<file path="src/rtl/sm3_req_arb.sv">
// Two-requester round-robin session arbiter in front of the SM3 padder; grant lands 1 cycle after request,
// the owner's rdy follows pad_rdy_i. Optional watchdog flush/abort is built only when SM3_ARB_WDT_EN is defined.
module sm3_req_arb #(
   parameter int WDT_CYC = 1024
) (
   input  logic        clk,
   input  logic        rst_n,
   input  logic        req0_i,
   input  logic        req1_i,
   input  logic [31:0] d0_i,
   input  logic [31:0] d1_i,
   input  logic [3:0]  vb0_i,
   input  logic [3:0]  vb1_i,
   input  logic        vld0_i,
   input  logic        vld1_i,
   input  logic        lst0_i,
   input  logic        lst1_i,
   output logic        rdy0_o,
   output logic        rdy1_o,
   output logic        gnt0_o,
   output logic        gnt1_o,
   output logic        done0_o,
   output logic        done1_o,
   output logic        abort0_o,
   output logic        abort1_o,
   output logic [31:0] msg_d_o,
   output logic [3:0]  msg_vb_o,
   output logic        msg_vld_o,
   output logic        msg_lst_o,
   input  logic        pad_rdy_i,
   input  logic        pad_lst_i,
   input  logic        dgst_vld_i
);

   localparam logic [1:0] ST_IDLE      = 2'd0;
   localparam logic [1:0] ST_GRANT     = 2'd1;
   localparam logic [1:0] ST_WAIT_PAD  = 2'd2;
   localparam logic [1:0] ST_WAIT_DGST = 2'd3;

   logic [1:0]  state_q, state_d;
   logic [1:0]  gnt_q, gnt_d;
   logic        last_gnt_q, last_gnt_d;

   logic        in_grant;
   logic        own;
   logic        own_vld;
   logic        own_lst;
   logic [31:0] own_d;
   logic [3:0]  own_vb;
   logic        win;
   logic        flush;
   logic        beat_acc;

   assign in_grant = (state_q == ST_GRANT);
   assign own      = gnt_q[1];
   assign own_vld  = own ? vld1_i : vld0_i;
   assign own_lst  = own ? lst1_i : lst0_i;
   assign own_d    = own ? d1_i   : d0_i;
   assign own_vb   = own ? vb1_i  : vb0_i;

   // Tie goes to whoever did not win last; a lone request always wins.
   assign win = (req0_i & req1_i) ? ~last_gnt_q : req1_i;

   assign beat_acc = in_grant & own_vld & pad_rdy_i & ~flush;

`ifdef SM3_ARB_WDT_EN
   logic [15:0] wdt_q, wdt_d;
   logic        wdt_hit;

   assign wdt_hit = in_grant & (wdt_q == 16'(WDT_CYC));
   assign flush   = wdt_hit & pad_rdy_i;

   // Saturates at the limit while the padder stalls, so the flush fires as soon as it is ready.
   always_comb begin
      wdt_d = 16'd0;
      if (in_grant && (state_d == ST_GRANT) && !beat_acc) begin
         wdt_d = wdt_hit ? wdt_q : wdt_q + 16'd1;
      end
   end

   always_ff @(posedge clk or negedge rst_n) begin
      if (!rst_n) begin
         wdt_q <= 16'd0;
      end else begin
         wdt_q <= wdt_d;
      end
   end
`else
   logic unused_wdt;
   assign unused_wdt = (WDT_CYC == 0);
   assign flush      = 1'b0;
`endif

   assign gnt0_o   = gnt_q[0];
   assign gnt1_o   = gnt_q[1];
   assign rdy0_o   = in_grant & pad_rdy_i & gnt_q[0] & ~flush;
   assign rdy1_o   = in_grant & pad_rdy_i & gnt_q[1] & ~flush;
   assign done0_o  = (state_q == ST_WAIT_DGST) & dgst_vld_i & gnt_q[0];
   assign done1_o  = (state_q == ST_WAIT_DGST) & dgst_vld_i & gnt_q[1];
   assign abort0_o = flush & gnt_q[0];
   assign abort1_o = flush & gnt_q[1];

   always_comb begin
      msg_d_o   = 32'd0;
      msg_vb_o  = 4'd0;
      msg_vld_o = 1'b0;
      msg_lst_o = 1'b0;
      if (in_grant) begin
         if (flush) begin
            msg_vld_o = 1'b1;
            msg_lst_o = 1'b1;
         end else begin
            msg_d_o   = own_d;
            msg_vb_o  = own_vb;
            msg_lst_o = own_lst;
            msg_vld_o = beat_acc;
         end
      end
   end

   always_comb begin
      state_d    = state_q;
      gnt_d      = gnt_q;
      last_gnt_d = last_gnt_q;
      case (state_q)
         ST_IDLE: begin
            if (req0_i || req1_i) begin
               gnt_d      = win ? 2'b10 : 2'b01;
               last_gnt_d = win;
               state_d    = ST_GRANT;
            end
         end
         ST_GRANT: begin
            if (flush || (beat_acc && own_lst)) begin
               state_d = ST_WAIT_PAD;
            end
         end
         ST_WAIT_PAD: begin
            if (pad_lst_i) begin
               state_d = ST_WAIT_DGST;
            end
         end
         ST_WAIT_DGST: begin
            if (dgst_vld_i) begin
               gnt_d   = 2'b00;
               state_d = ST_IDLE;
            end
         end
         default: begin
            gnt_d   = 2'b00;
            state_d = ST_IDLE;
         end
      endcase
   end

   always_ff @(posedge clk or negedge rst_n) begin
      if (!rst_n) begin
         state_q    <= ST_IDLE;
         gnt_q      <= 2'b00;
         last_gnt_q <= 1'b1;
      end else begin
         state_q    <= state_d;
         gnt_q      <= gnt_d;
         last_gnt_q <= last_gnt_d;
      end
   end

endmodule
</file>
<file path="config.mk">
export PLATFORM = sky130hd
export DESIGN_NAME = sm3_req_arb
export DESIGN_NICKNAME = d
export VERILOG_FILES = /design/src/rtl/sm3_req_arb.sv
export SDC_FILE = /design/constraint.sdc
export NUM_CORES = 1
export LEC_CHECK = 0
export CAP_MARGIN = 20
export CELL_PAD_IN_SITES_DETAIL_PLACEMENT = 0
export CELL_PAD_IN_SITES_GLOBAL_PLACEMENT = 1
export CORE_MARGIN = 2
export CORE_UTILIZATION = 16
export CTS_CLUSTER_SIZE = 24
export DETAILED_ROUTE_END_ITERATION = 8
export MAX_ROUTING_LAYER = met4
export PLACE_DENSITY = 0.83
export SYNTH_ARGS = -nofsm -noshare
export SYNTH_HDL_FRONTEND = slang
export SYNTH_SLANG_ARGS = --single-unit
</file>
<file path="constraint.sdc">
create_clock -name clk -period 2.1 [get_ports clk]
set_clock_uncertainty 0.2 [all_clocks]
set_input_delay 0.42 -clock clk [delete_from_list [all_inputs] [get_ports clk]]
set_output_delay 0.42 -clock clk [all_outputs]
set_load 0.01 [all_outputs]
</file>
After elaboration in Yosys (flattened, before gate mapping)
Cells that the tools add are included.
{ "word_totals": {"register_bits": 5, "latch_bits": 0, "ram_bits": 0, "romBits": 0, "out_inout_bits": 46, "elab_cells": 44, "mem_count": 0} }
{ "classes": {"n_addsub": 0, "mul": 0, "n_div": 0, "order_cmp": 0, "n_eq_ne": 7, "shift": 0, "mux": 17, "n_bitwise": 10, "n_reduce_logical": 7} }
{ "ops": {"columns": ["cell", "n"], "rows": [
  ["$mux 32", 2],
  ["$mux 2", 6],
  ["$and 1x1->1", 9],
  ["$mux 4", 2],
  ["$pmux 2 s4", 1],
  ["$ne 2x2->1 const B", 3],
  ["$mux 1", 5],
  ["$eq 2x2->1 const B", 2],
  ["$pmux 2 s2", 1],
  ["$reduce_and 4->1", 1],
  ["$reduce_and 3->1", 1],
  ["$eq 2x1->1 const B", 1],
  ["$logic_not 2->1", 1],
  ["$ne 2x1->1 const B", 1],
  ["$reduce_and 2->1", 1],
  ["$reduce_bool 2->1", 1],
  ["$logic_and 1x1->1", 1],
  ["$logic_or 1x1->1", 1],
  ["$not 1->1", 1]
]} }

Longest topological paths before layout
Gate-level depths: netlist of run 1.
{ "logic_depth": {"ltp_word": 6, "mapped_depth": 6, "mapped_depth_nobuf": 6} }

Least setup slack after synthesis of run 1
No wires, ideal clock.
{ "synth_timing": {"path_kind": "register to register", "start": "register state_q[0]", "end": "register state_q[1]", "t_arrival_ns": 1.523, "required_ns": 1.775, "setup_slack_ns": 0.252, "stages_incl_launch_ff": 7, "synth_period_minus_slack_ns": 1.848, "path_cell_list": "dfrtp_1 inv_1 ha_1 inv_2 o32ai_4 nand3b_2 mux2_4"} }
{ "synth_between": {"elab_chain_len": 6, "elab_cells_between_ends": 13} }
{ "synth_rtl": {"columns": ["item", "line_no", "rtl"], "rows": [
  ["start: declaration", "40", "logic [1:0] state_q, state_d;"],
  ["start signal: assignment", "162", "state_q <= state_d;"],
  ["$eq 2x1->1", "54, 125", null],
  ["$and 1x1->1 (2 in series)", "64", "assign beat_acc = in_grant & own_vld & pad_rdy_i & ~flush;"],
  ["$logic_and 1x1->1", "134", "if (flush || (beat_acc && own_lst)) begin"],
  ["$ne 2x1->1 (no line)", null, null],
  ["$reduce_and 4->1 (no line)", null, null]
]} }
Several ways; a longest one is shown, not always the timed one.
A chain may end at the register's enable or synchronous reset.

Worst setup path after layout of run 1
{ "layout_timing": {"start": "register state_q[0]", "end": "output msg_d_o[30]"} }
{ "layout_between": {"elab_chain_len": 2} }
{ "layout_rtl": {"columns": ["item", "line_no", "rtl"], "rows": [
  ["$eq 2x1->1", "54", "assign in_grant = (state_q == ST_GRANT);"],
  ["$mux 32", "108", "if (in_grant) begin"],
  ["end: declaration", "26", "output logic [31:0] msg_d_o,"]
]} }
Every way passes these cells.

==> results of run 1 <==
registers in the layout (all words and copies together), names as in the netlist:
signal,cells
state_q,2
gnt_q,2
last_gnt_q,1
layer usage:
metal | share of wire (%) | vias to the layer above | track usage (%)
li1 | - | 726 | -
met1 | 41 | 655 | 13.2
met2 | 52 | 57 | 21.8
met3 | 7.0 | 0 | 2.24
met4 | 0 | 0 | 1.30
met5 | 0 | - | -
critical path, stage by stage (launching register included):
cell,delay (ns)
sky130_fd_sc_hd__dfrtp_1,0.40
sky130_fd_sc_hd__ha_4,0.17
sky130_fd_sc_hd__buf_4,0.14
sky130_fd_sc_hd__buf_8,0.13
sky130_fd_sc_hd__nor2b_2,0.15
sky130_fd_sc_hd__clkdlybuf4s15_2,0.22
power by group through the flow:
| stage | Clock [µW] | Sequential, µW | Combinational (µW) |
|---|---|---|---|
| 2_1_floorplan | 0 | 191 | 964 |
| 3_3_place_gp | 0 | 214 | 1910 |
| 3_5_place_dp | 0 | 215 | 1930 |
| 4_1_cts | 186 | 212 | 2060 |
| 5_1_grt | 196 | 219 | 2150 |
| 6_report | 183 | 209 | 1970 |
cells in the mapped netlist (2+ instances only):
| master | n | area [µm²] |
|---|---|---|
| sky130_fd_sc_hd__mux2i_1 | 39 | 390 |
| sky130_fd_sc_hd__nor2b_1 | 38 | 238 |
| sky130_fd_sc_hd__a21oi_1 | 5 | 25.0 |
| sky130_fd_sc_hd__inv_1 | 5 | 18.8 |
| sky130_fd_sc_hd__nand2_1 | 5 | 18.8 |
| sky130_fd_sc_hd__and3_1 | 4 | 25.0 |
| sky130_fd_sc_hd__buf_2 | 4 | 20.0 |
| sky130_fd_sc_hd__clkbuf_1 | 4 | 15.0 |
| sky130_fd_sc_hd__dfrtp_1 | 4 | 100 |
| sky130_fd_sc_hd__ha_1 | 4 | 50.1 |
| sky130_fd_sc_hd__buf_4 | 3 | 22.5 |
| sky130_fd_sc_hd__nor2_1 | 2 | 7.51 |
| sky130_fd_sc_hd__o21ai_0 | 2 | 10.0 |
cell type report:
type | count | area, µm² | area share (%)
Timing Repair Buffer | 154 | 1360 | 53.6
Clock buffer | 4 | 45.0 | 1.78
Inverter | 6 | 22.5 | 0.888
Sequential cell | 5 | 128 | 5.03
Tap cell | 77 | 96.3 | 3.80
Multi-Input combinational cell | 107 | 885 | 34.9
what timing repair did:
action	CTS	global route
gates resized for setup	92	50
buffers inserted	10	0
gates cloned	1	0
hold buffers	0	0
setup endpoints to repair	43	39
final timing paths:
check | to | cells after the start
max in group asynchronous | last_gnt_q | 1
worst min register to register | last_gnt_q | 2
worst max-delay path | msg_d_o[30] | 5
min in group clk | last_gnt_q | 2
worst min-delay path | gnt_q[0] | 1
worst max register to register | state_q[1] | 7
through the flow:
| stage | setup TNS (ns) | total power [µW] |
|---|---|---|
| after CTS | -0.0362 | 2460 |
| final | 0 | 2370 |
| after global routing | -0.0524 | 2560 |
| after detailed placement | -5.11 | 2140 |
| after global placement | -4.69 | 2130 |
| after floorplan | 0 | 1160 |
cell families (layout without fill, tap and decap cells):
kind of cell	Yosys count	after routing	share of synthesized area [%]
DFF	5	5	12.1
AOI/OAI and AO/OA	10	10	7.05
muxes	40	40	38.7
adders and majority gates	4	4	4.78
buffers and inverters	17	164	7.65
and+or+nand+nor	51	51	29.4
other	1	2	0.358
==> impl_metrics.py, run 1 <==
metrics = {
    "clocking": {
        "insertion_delay_ns": 0.22,
        "cts.clk_slew.worst_paths_ns": 0.04,
        "cts-buffers-inserted": 3,
        "cts_tree": "yes",
        "cts-root-to-sink-buffers": 2,
        "clock-root-buffer": "sky130_fd_sc_hd__clkbuf_8",
        "cts.sinks": 5,
        "htree_num_levels": 1,
    },
    "timing": {
        "setup_viol_count_final": 0,
        "timing.final.max_slew_violations": 0,
        "fmax_ghz": 0.486,
        "finalHoldWorstSlack_ns": 0.228,
        "report.final.hold_viol_count": 0,
        "post-route-period-util_pct": 98.0,
        "layout_min_cycle_time_ns": 2.06,
        "timing.final.ws_setup_ns": 0.0421,
        "grt_setup_unrepaired": "true",
    },
    "yosys": {
        "synth_seq_cells": 5,
        "synth_enable_flop_cells": 0,
        "register_area_share_after_synthesis_pct": 12.1,
        "synthCells": 128,
        "async_reset_ff_share_pct": 100,
        "prevailing_post_synth_register_cell": "sky130_fd_sc_hd__dfrtp_1",
        "ys.warnings.count": 0,
        "netlist_area_mm2": 0.00105,
        "post_synth_num_cell_types": 22,
        "syn-mean-instance-area_um2": 8.18,
    },
    "run_status": {
        "status": "completed",
    },
    "detailed_routing": {
        "route.detailed.wl_per_inst_um": 12.5,
        "postRouteWirelength_mm": 4.40,
        "drtIter0Drc": 16,
        "avgViaCountPerCell": 4.07,
        "num_vias": 1438,
        "detail_route.first_pass.iterations": 4,
        "antenna_violating_nets_post_route": 0,
        "route.detailed.drc": 0,
    },
    "critical_path": {
        "setup.worst_path.start": "state_q[0]",
        "reg2reg_setup_slack_ns": 0.10,
        "critPathCaptureType": "primary output",
        "rr_startpoint": "state_q[0]",
        "path_max_fanout": 13,
        "worst_setup_path_start_kind": "flip-flop",
        "crit_required_ns": 1.48,
        "critical_path_class": "flip-flop to primary output",
        "worst_ep_arrival_time_ns": 1.44,
    },
    "place": {
        "placed_cells": 338,
        "io_buffer_count": 126,
        "detailed_place.area_mm2": 0.00252,
        "hpwlAfterDp_mm": 3.47,
        "post-place-ws_ns": -0.231,
        "place.gp.congestion": 0.722,
    },
    "floorplan": {
        "initial_core_utilization_pct": 16.5,
        "core_area_mm2": 0.00635,
        "die_area_mm2": 0.00721,
        "die_w_um": 84.9,
        "dieHeight_um": 84.9,
        "rows": 29,
        "floorplan.io_pins": 129,
    },
    "pwr": {
        "cellLeakagePower_uw": 0.00114,
        "peak_supply_drop_mv": 0.495,
        "pwr-share-clk_pct": 7.7,
        "proportion_of_total_power_due_to_net_switching_pct": 38.8,
        "comb_power_share_pct": 83.4,
        "sequentialPowerShare_pct": 8.8,
        "powerDensity_mw_per_mm2": 932,
        "power.internal_uw": 1450,
        "total_net_switching_power_uw": 918,
    },
    "final_layout": {
        "layout-drive-gt1-share_pct": 31.5,
        "fin_cells": 353,
        "final_cell_area_mm2": 0.00254,
        "finish.utilization_pct": 40.0,
        "layout-area-overhead-vs-synth_pct": 142,
        "nFillCells": 668,
        "diodes": 0,
        "layout.cells.most_common_list": "sky130_fd_sc_hd__clkdlybuf4s50_1, sky130_fd_sc_hd__mux2i_1, sky130_fd_sc_hd__nor2b_1, sky130_fd_sc_hd__clkbuf_2, sky130_fd_sc_hd__buf_4",
        "most_common_library_cell_in_the_layout_ignoring_fill_and_taps": "sky130_fd_sc_hd__clkdlybuf4s50_1",
        "design.final.nets": 364,
    },
    "job": {
        "cap_viol_max_count": 0,
    },
    "global_route": {
        "all_layer_global_routing_usage_pct": 11.7,
        "grt_pass1_wl_mm": 6.79,
        "grt_start_max_net_pins": 16,
        "globalRouteOverflowTotal": 0,
        "antenna_violations_before_repair": 0,
        "grt_pass1_vias": 1435,
    },
    "worst_hold_path": {
        "hp-class": "primary input to async pin",
    },
}
No activity file was read; power rests on OpenSTA's default activity.
==> run 2, diff against run 1 <==
==> config.mk (replaced) <==
export PLATFORM = sky130hd
export DESIGN_NAME = sm3_req_arb
export DESIGN_NICKNAME = d
export VERILOG_FILES = /design/src/rtl/sm3_req_arb.sv
export SDC_FILE = /design/constraint.sdc
export NUM_CORES = 1
export LEC_CHECK = 0
export CAP_MARGIN = 20
export CORE_MARGIN = 2
export CORE_UTILIZATION = 26
export DETAILED_ROUTE_END_ITERATION = 8
export MAX_ROUTING_LAYER = met4
export PLACE_DENSITY = 0.83
export SYNTH_ARGS = -nofsm -noshare
export SYNTH_HDL_FRONTEND = slang
export SYNTH_SLANG_ARGS = --single-unit
export TNS_END_PERCENT = 20
==> run 2 against run 1 <==
Maximum frequency shrank 0.84%. Worst hold slack is essentially flat. Largest power group unchanged. Flip-flop and latch count is the same. Register-to-register slack lost 0.02 ns. Highest routed layer is now met4. Via count shrank 3.1%. Critical endpoint is now done0_o. Largest cell class unchanged. Non-clock buffer count shrank 15. Combinational power shrank 11%.
==> impl_metrics.py, run 2 (synthesis gave the netlist of run 1 again) <==
metrics = {
    "pwr": {
        "cellLeakagePower_uw": 0.00108,
        "report.power.total_uw": 2130,
        "peak_supply_drop_mv": 0.673,
        "powerDensity_mw_per_mm2": 874,
    },
    "clocking": {
        "cts_tree": "yes",
        "cts.sinks": 5,
        "cts.clk_slew.worst_paths_ns": 0.04,
        "clock-root-buffer": "sky130_fd_sc_hd__clkbuf_8",
        "insertion_delay_ns": 0.22,
        "cts-buffers-inserted": 3,
        "post_cts_hold_buffer_count": 0,
        "htree_num_levels": 1,
        "cts-root-to-sink-buffers": 2,
    },
    "timing": {
        "post-route-period-util_pct": 98.8,
        "setup_viol_count_final": 0,
        "timing.final.max_slew_violations": 0,
        "fmax_ghz": 0.482,
        "finalHoldWorstSlack_ns": 0.228,
        "layout_min_cycle_time_ns": 2.08,
        "grt_setup_unrepaired": "true",
        "report.final.hold_viol_count": 0,
    },
    "run_status": {
        "status": "completed",
    },
    "worst_hold_path": {
        "hp-class": "primary input to async pin",
    },
    "detailed_routing": {
        "num_vias": 1394,
        "route.detailed.drc": 0,
        "avgViaCountPerCell": 4.48,
        "drtIter0Drc": 51,
        "route.detailed.wl_per_inst_um": 13.6,
        "postRouteWirelength_mm": 4.24,
        "detail_route.first_pass.iterations": 4,
        "antenna_violating_nets_post_route": 0,
    },
    "final_layout": {
        "layout.cells.most_common_list": "sky130_fd_sc_hd__clkdlybuf4s50_1, sky130_fd_sc_hd__mux2i_1, sky130_fd_sc_hd__nor2b_1, sky130_fd_sc_hd__clkdlybuf4s15_1, sky130_fd_sc_hd__dlygate4sd2_1",
        "diodes": 0,
        "layout-drive-gt1-share_pct": 14.6,
        "layout-area-overhead-vs-synth_pct": 133,
        "fin_cells": 311,
        "final_cell_area_mm2": 0.00244,
        "most_common_library_cell_in_the_layout_ignoring_fill_and_taps": "sky130_fd_sc_hd__clkdlybuf4s50_1",
        "biggestRegsByFlops": "gnt_q (2), state_q (2), last_gnt_q (1)",
        "nFillCells": 374,
        "design.final.nets": 349,
    },
    "global_route": {
        "antenna_violations_before_repair": 0,
        "gr_met2_demand_resource_pct": 32.2,
        "all_layer_global_routing_usage_pct": 18.0,
        "grt_start_max_net_pins": 28,
        "globalRouteOverflowTotal": 0,
        "grt_pass1_wl_mm": 6.16,
        "top_usage_layer": "met2",
        "use_met3_pct": 6.17,
        "grt_util_met1_pct": 18.1,
        "grt_pass1_vias": 1296,
    },
    "floorplan": {
        "die_area_mm2": 0.00455,
        "die_w_um": 67.5,
        "initial_core_utilization_pct": 26.6,
        "core_area_mm2": 0.00394,
        "floorplan.io_pins": 129,
        "rows": 23,
        "dieHeight_um": 67.5,
    },
    "place": {
        "placed_cells": 307,
        "io_buffer_count": 126,
        "detailed_place.area_mm2": 0.00245,
        "place.gp.congestion": 0.776,
        "hpwlAfterDp_mm": 3.55,
    },
    "critical_path": {
        "critPathCaptureType": "primary output",
        "critical_path_class": "flip-flop to primary output",
        "worst_setup_path_start_kind": "flip-flop",
        "crit_required_ns": 1.48,
        "path_max_fanout": 5,
        "worst_ep_arrival_time_ns": 1.46,
    },
    "job": {
        "cap_viol_max_count": 0,
    },
}
## run 2: layout make-up
class	instances	area, µm²	share of cell area, %
timing repair buffer	139	1320	54.1
multi-input combinational	107	861	35.3
sequential	5	128	5.24
tap	50	62.6	2.57
clock buffer	4	45.0	1.85
inverter	6	22.5	0.924
## run 2: where the power goes
group | switching (µW) | internal (µW)
clock network | 48.8 | 130
registers | 46.9 | 153
logic | 761 | 987
total | 857 | 1270
## run 2: stage by stage
stage                     setup TNS (ns)  worst slack [ns]  utilization, %
final                                  0            0.0246            61.8
after detailed placement           -5.35            -0.240            62.2
after CTS                              0          0.000849            62.5
after floorplan                        0             0.252               -
after global routing             -0.0817           -0.0308            61.8
after global placement             -4.73            -0.233            62.2
## run 2: path summary, 6_finish.rpt
path | startpoint | endpoint | slack [ns] | cells past startpoint
min in group clk | last_gnt_q | last_gnt_q | 0.34 | 2
worst min-delay path | rst_n | gnt_q[0] | 0.23 | 1
max in group asynchronous | rst_n | last_gnt_q | 1.21 | 1
worst max register to register | state_q[0] | state_q[1] | 0.08 | 7
worst min register to register | last_gnt_q | last_gnt_q | 0.34 | 2
worst max-delay path | state_q[0] | done0_o | 0.02 | 4
## run 2: timing repair
| item | CTS | global route |
|---|---|---|
| endpoints found under the setup margin | 42 | 40 |
| resized for setup | 50 | 37 |
| setup buffers | 0 | 0 |
## run 2: routing by layer
layer / part of all wire, % / vias up
met2: 50 / 69
li1: - / 692
met5: 0 / -
met3: 11 / 13
met4: 2.9 / 0
met1: 36 / 620
## run 2: critical path, stage by stage, from the launching register on
cell and delay [ns]:
sky130_fd_sc_hd__dfrtp_1 0.41, sky130_fd_sc_hd__buf_4 0.15, sky130_fd_sc_hd__ha_1 0.24, sky130_fd_sc_hd__and3_1 0.16
sky130_fd_sc_hd__dlygate4sd2_1 0.28
==> RTL edit (flow settings as in run 1) <==
Build with the macro `SM3_ARB_WDT_EN` defined.
--- a/src/rtl/sm3_req_arb.sv
+++ b/src/rtl/sm3_req_arb.sv
@@ -1,5 +1,7 @@
 // Two-requester round-robin session arbiter in front of the SM3 padder; grant lands 1 cycle after request,
 // the owner's rdy follows pad_rdy_i. Optional watchdog flush/abort is built only when SM3_ARB_WDT_EN is defined.
+`define SM3_ARB_WDT_EN
+
 module sm3_req_arb #(
    parameter int WDT_CYC = 1024
 ) (
Function: no difference found for any inputs over 10 cycles, from zero or initial values and one cycle with rst_n low; that may be too few to reach the edited logic, so the function may still have changed.
==> RTL edit against run 1 <==
- the run now ends with setup timing left
- wire length up 68%
- critical path type unchanged
- synthesized area up 80%
- sequential cell count up 16
- cell count up 52%
- highest routed layer is now met4
- largest power group unchanged
- setup slack worse by 0.57 ns
- total power up 76%
- cell area up 50%
- register-to-register slack better by 0.02 ns
==> RTL edit: results (changes against run 1) <==
STATUS='complete, but fails checks'
FAILED_CHECKS='setup timing'
GRTUSAGETOTAL_PCT=11.2  # -0.43 points
DP_SLACK_NS=-0.737  # -0.506 ns
SEQ_AREA_FRAC_SYNTH_PCT=27.9  # +16 points
MET3_LENGTH_UM=423  # +36%
MET2ROUTEDLENGTH_UM=3870  # +70%
SETUP_TNS_NS=-17.85  # -17.85 ns
SYNTH_COMPOUND_GATE_AREA_SHARE_PCT=9.28  # +2.2 points
POSTCTSSETUPREPAIRBUFS=6  # -4
SETUP.REG_TO_REG.WORST_SLACK_NS=0.12  # +0.02 ns
CLKLATENCYLATEPIN_NS=0.26  # +0.04 ns
ROUTE.LAYER.MET1.WL_UM=3020  # +66%
TIMING.CRITICAL_PATH.ARRIVAL_NS=2.00  # +0.56 ns
CTS.REPORTEDPATHS.CLKPINSLEW_NS=0.06  # +0.02 ns
DR.PASS1.ITERS=6  # +2
GROUTE.LAYER.MET3.USAGE_PCT=1.30  # -0.94 points
LAYOUT_CELLS_SIZED_ABOVE_1_PCT=34.4  # +2.9 points
PORTION_OF_NETLIST_AREA_OCCUPIED_BY_MUX_CELLS_PCT=20.7  # -18 points
CTSRESIZECOUNT=173  # +88%
SYNTHXORXNORAREAFRAC_PCT=5.10  # +5.1 points
POSTLAYOUTCELLAREA_UM2=3800  # +50%
SYN_NETS=305
TOTAL_NUMBER_OF_VIAS=2255  # +57%
DPL.HPWL_UM=5810  # +67%
GRT_MAX_DEGREE=22  # +6
CTS_ROOT_CELL='sky130_fd_sc_hd__clkbuf_16'
NETLIST-CELL-TYPE-COUNT=46  # +110%
PLACE.GP.CONGESTION=0.838  # +16%
P_LEAK_uW=0.00169  # +47%
DRT_FIRST_ITER_VIOLATIONS=74  # +58
WORST-PATH-MAX-FANOUT=4  # -9
YOSYS-TOP-CELLS-AREA='sky130_fd_sc_hd__dfrtp_1 (27%), sky130_fd_sc_hd__mux2i_1 (20%), sky130_fd_sc_hd__nor2_1 (9.3%)'
MAXUSEDROUTINGLAYER='met4'
FINAL_NETS=481  # +32%
DPL_CELL_AREA_UM2=3620  # +44%
NET-SWITCHING-POWER_uW=1720  # +87%
AVGROUTEDWIREPERCELL_UM=13.7  # +10%
GLOBALROUTEMET2UTIL_PCT=20.5  # -1.3 points
SETUP_VIOL=42  # +42
GRT_FIRST_PASS_WIRELENGTH_UM=11300  # +66%
SETUP_SLACK_NS=-0.525  # -0.567 ns
## RTL edit: cell types whose count changed in the layout (fill, tap and decap cells not counted), sizes merged, moves of 5 or more
cell / run 1 / this run
nand4: 0 / 5
dfrtp: 4 / 20
xor2: 0 / 5
clkbuf: 37 / 7
a21oi: 5 / 13
xnor2: 0 / 6
nor3: 0 / 6
buf: 33 / 91
nor2b: 38 / 0
nand3: 0 / 9
nor2: 2 / 57
## RTL edit: power groups by stage
stage / registers [µW] / clock network [µW] / logic [µW]
floorplan: 532 / 0 / 1460
global placement: 545 / 0 / 2830
detailed placement: 549 / 0 / 2870
CTS: 545 / 424 / 3120
global route: 550 / 432 / 3460
finish: 538 / 413 / 3210
## RTL edit: metrics by stage
step	hold WS [ns]	cells	total power [µW]
detailed placement	0.318	523	3420
global route	0.343	538	4440
finish	0.310	538	4160
global placement	0.305	523	3380
CTS	0.329	537	4090
floorplan	-0.0756	220	1990
## RTL edit: final timing paths
check                                       start  cells past startpoint                      to
min in group clk           last_gnt_q$_DFFE_PN1P_                      2  last_gnt_q$_DFFE_PN1P_
max in group asynchronous                   rst_n                      2  last_gnt_q$_DFFE_PN1P_
hold reg to reg            last_gnt_q$_DFFE_PN1P_                      2  last_gnt_q$_DFFE_PN1P_
setup / recovery            wdt_q[11]$_DFFE_PN0P_                      9             msg_vb_o[3]
hold / removal                              rst_n                      2    wdt_q[5]$_DFFE_PN0P_
setup reg to reg             wdt_q[3]$_DFFE_PN0P_                      5   wdt_q[15]$_DFFE_PN0P_
## RTL edit: area by class of cell
class | instances | share of cell area [%]
Multi-Input combinational cell | 180 | 35.0
Clock buffer | 3 | 1.98
Tap cell | 143 | 4.71
Inverter | 8 | 0.791
Clock inverter | 1 | 0.198
Sequential cell | 21 | 13.9
Timing Repair Buffer | 182 | 43.4
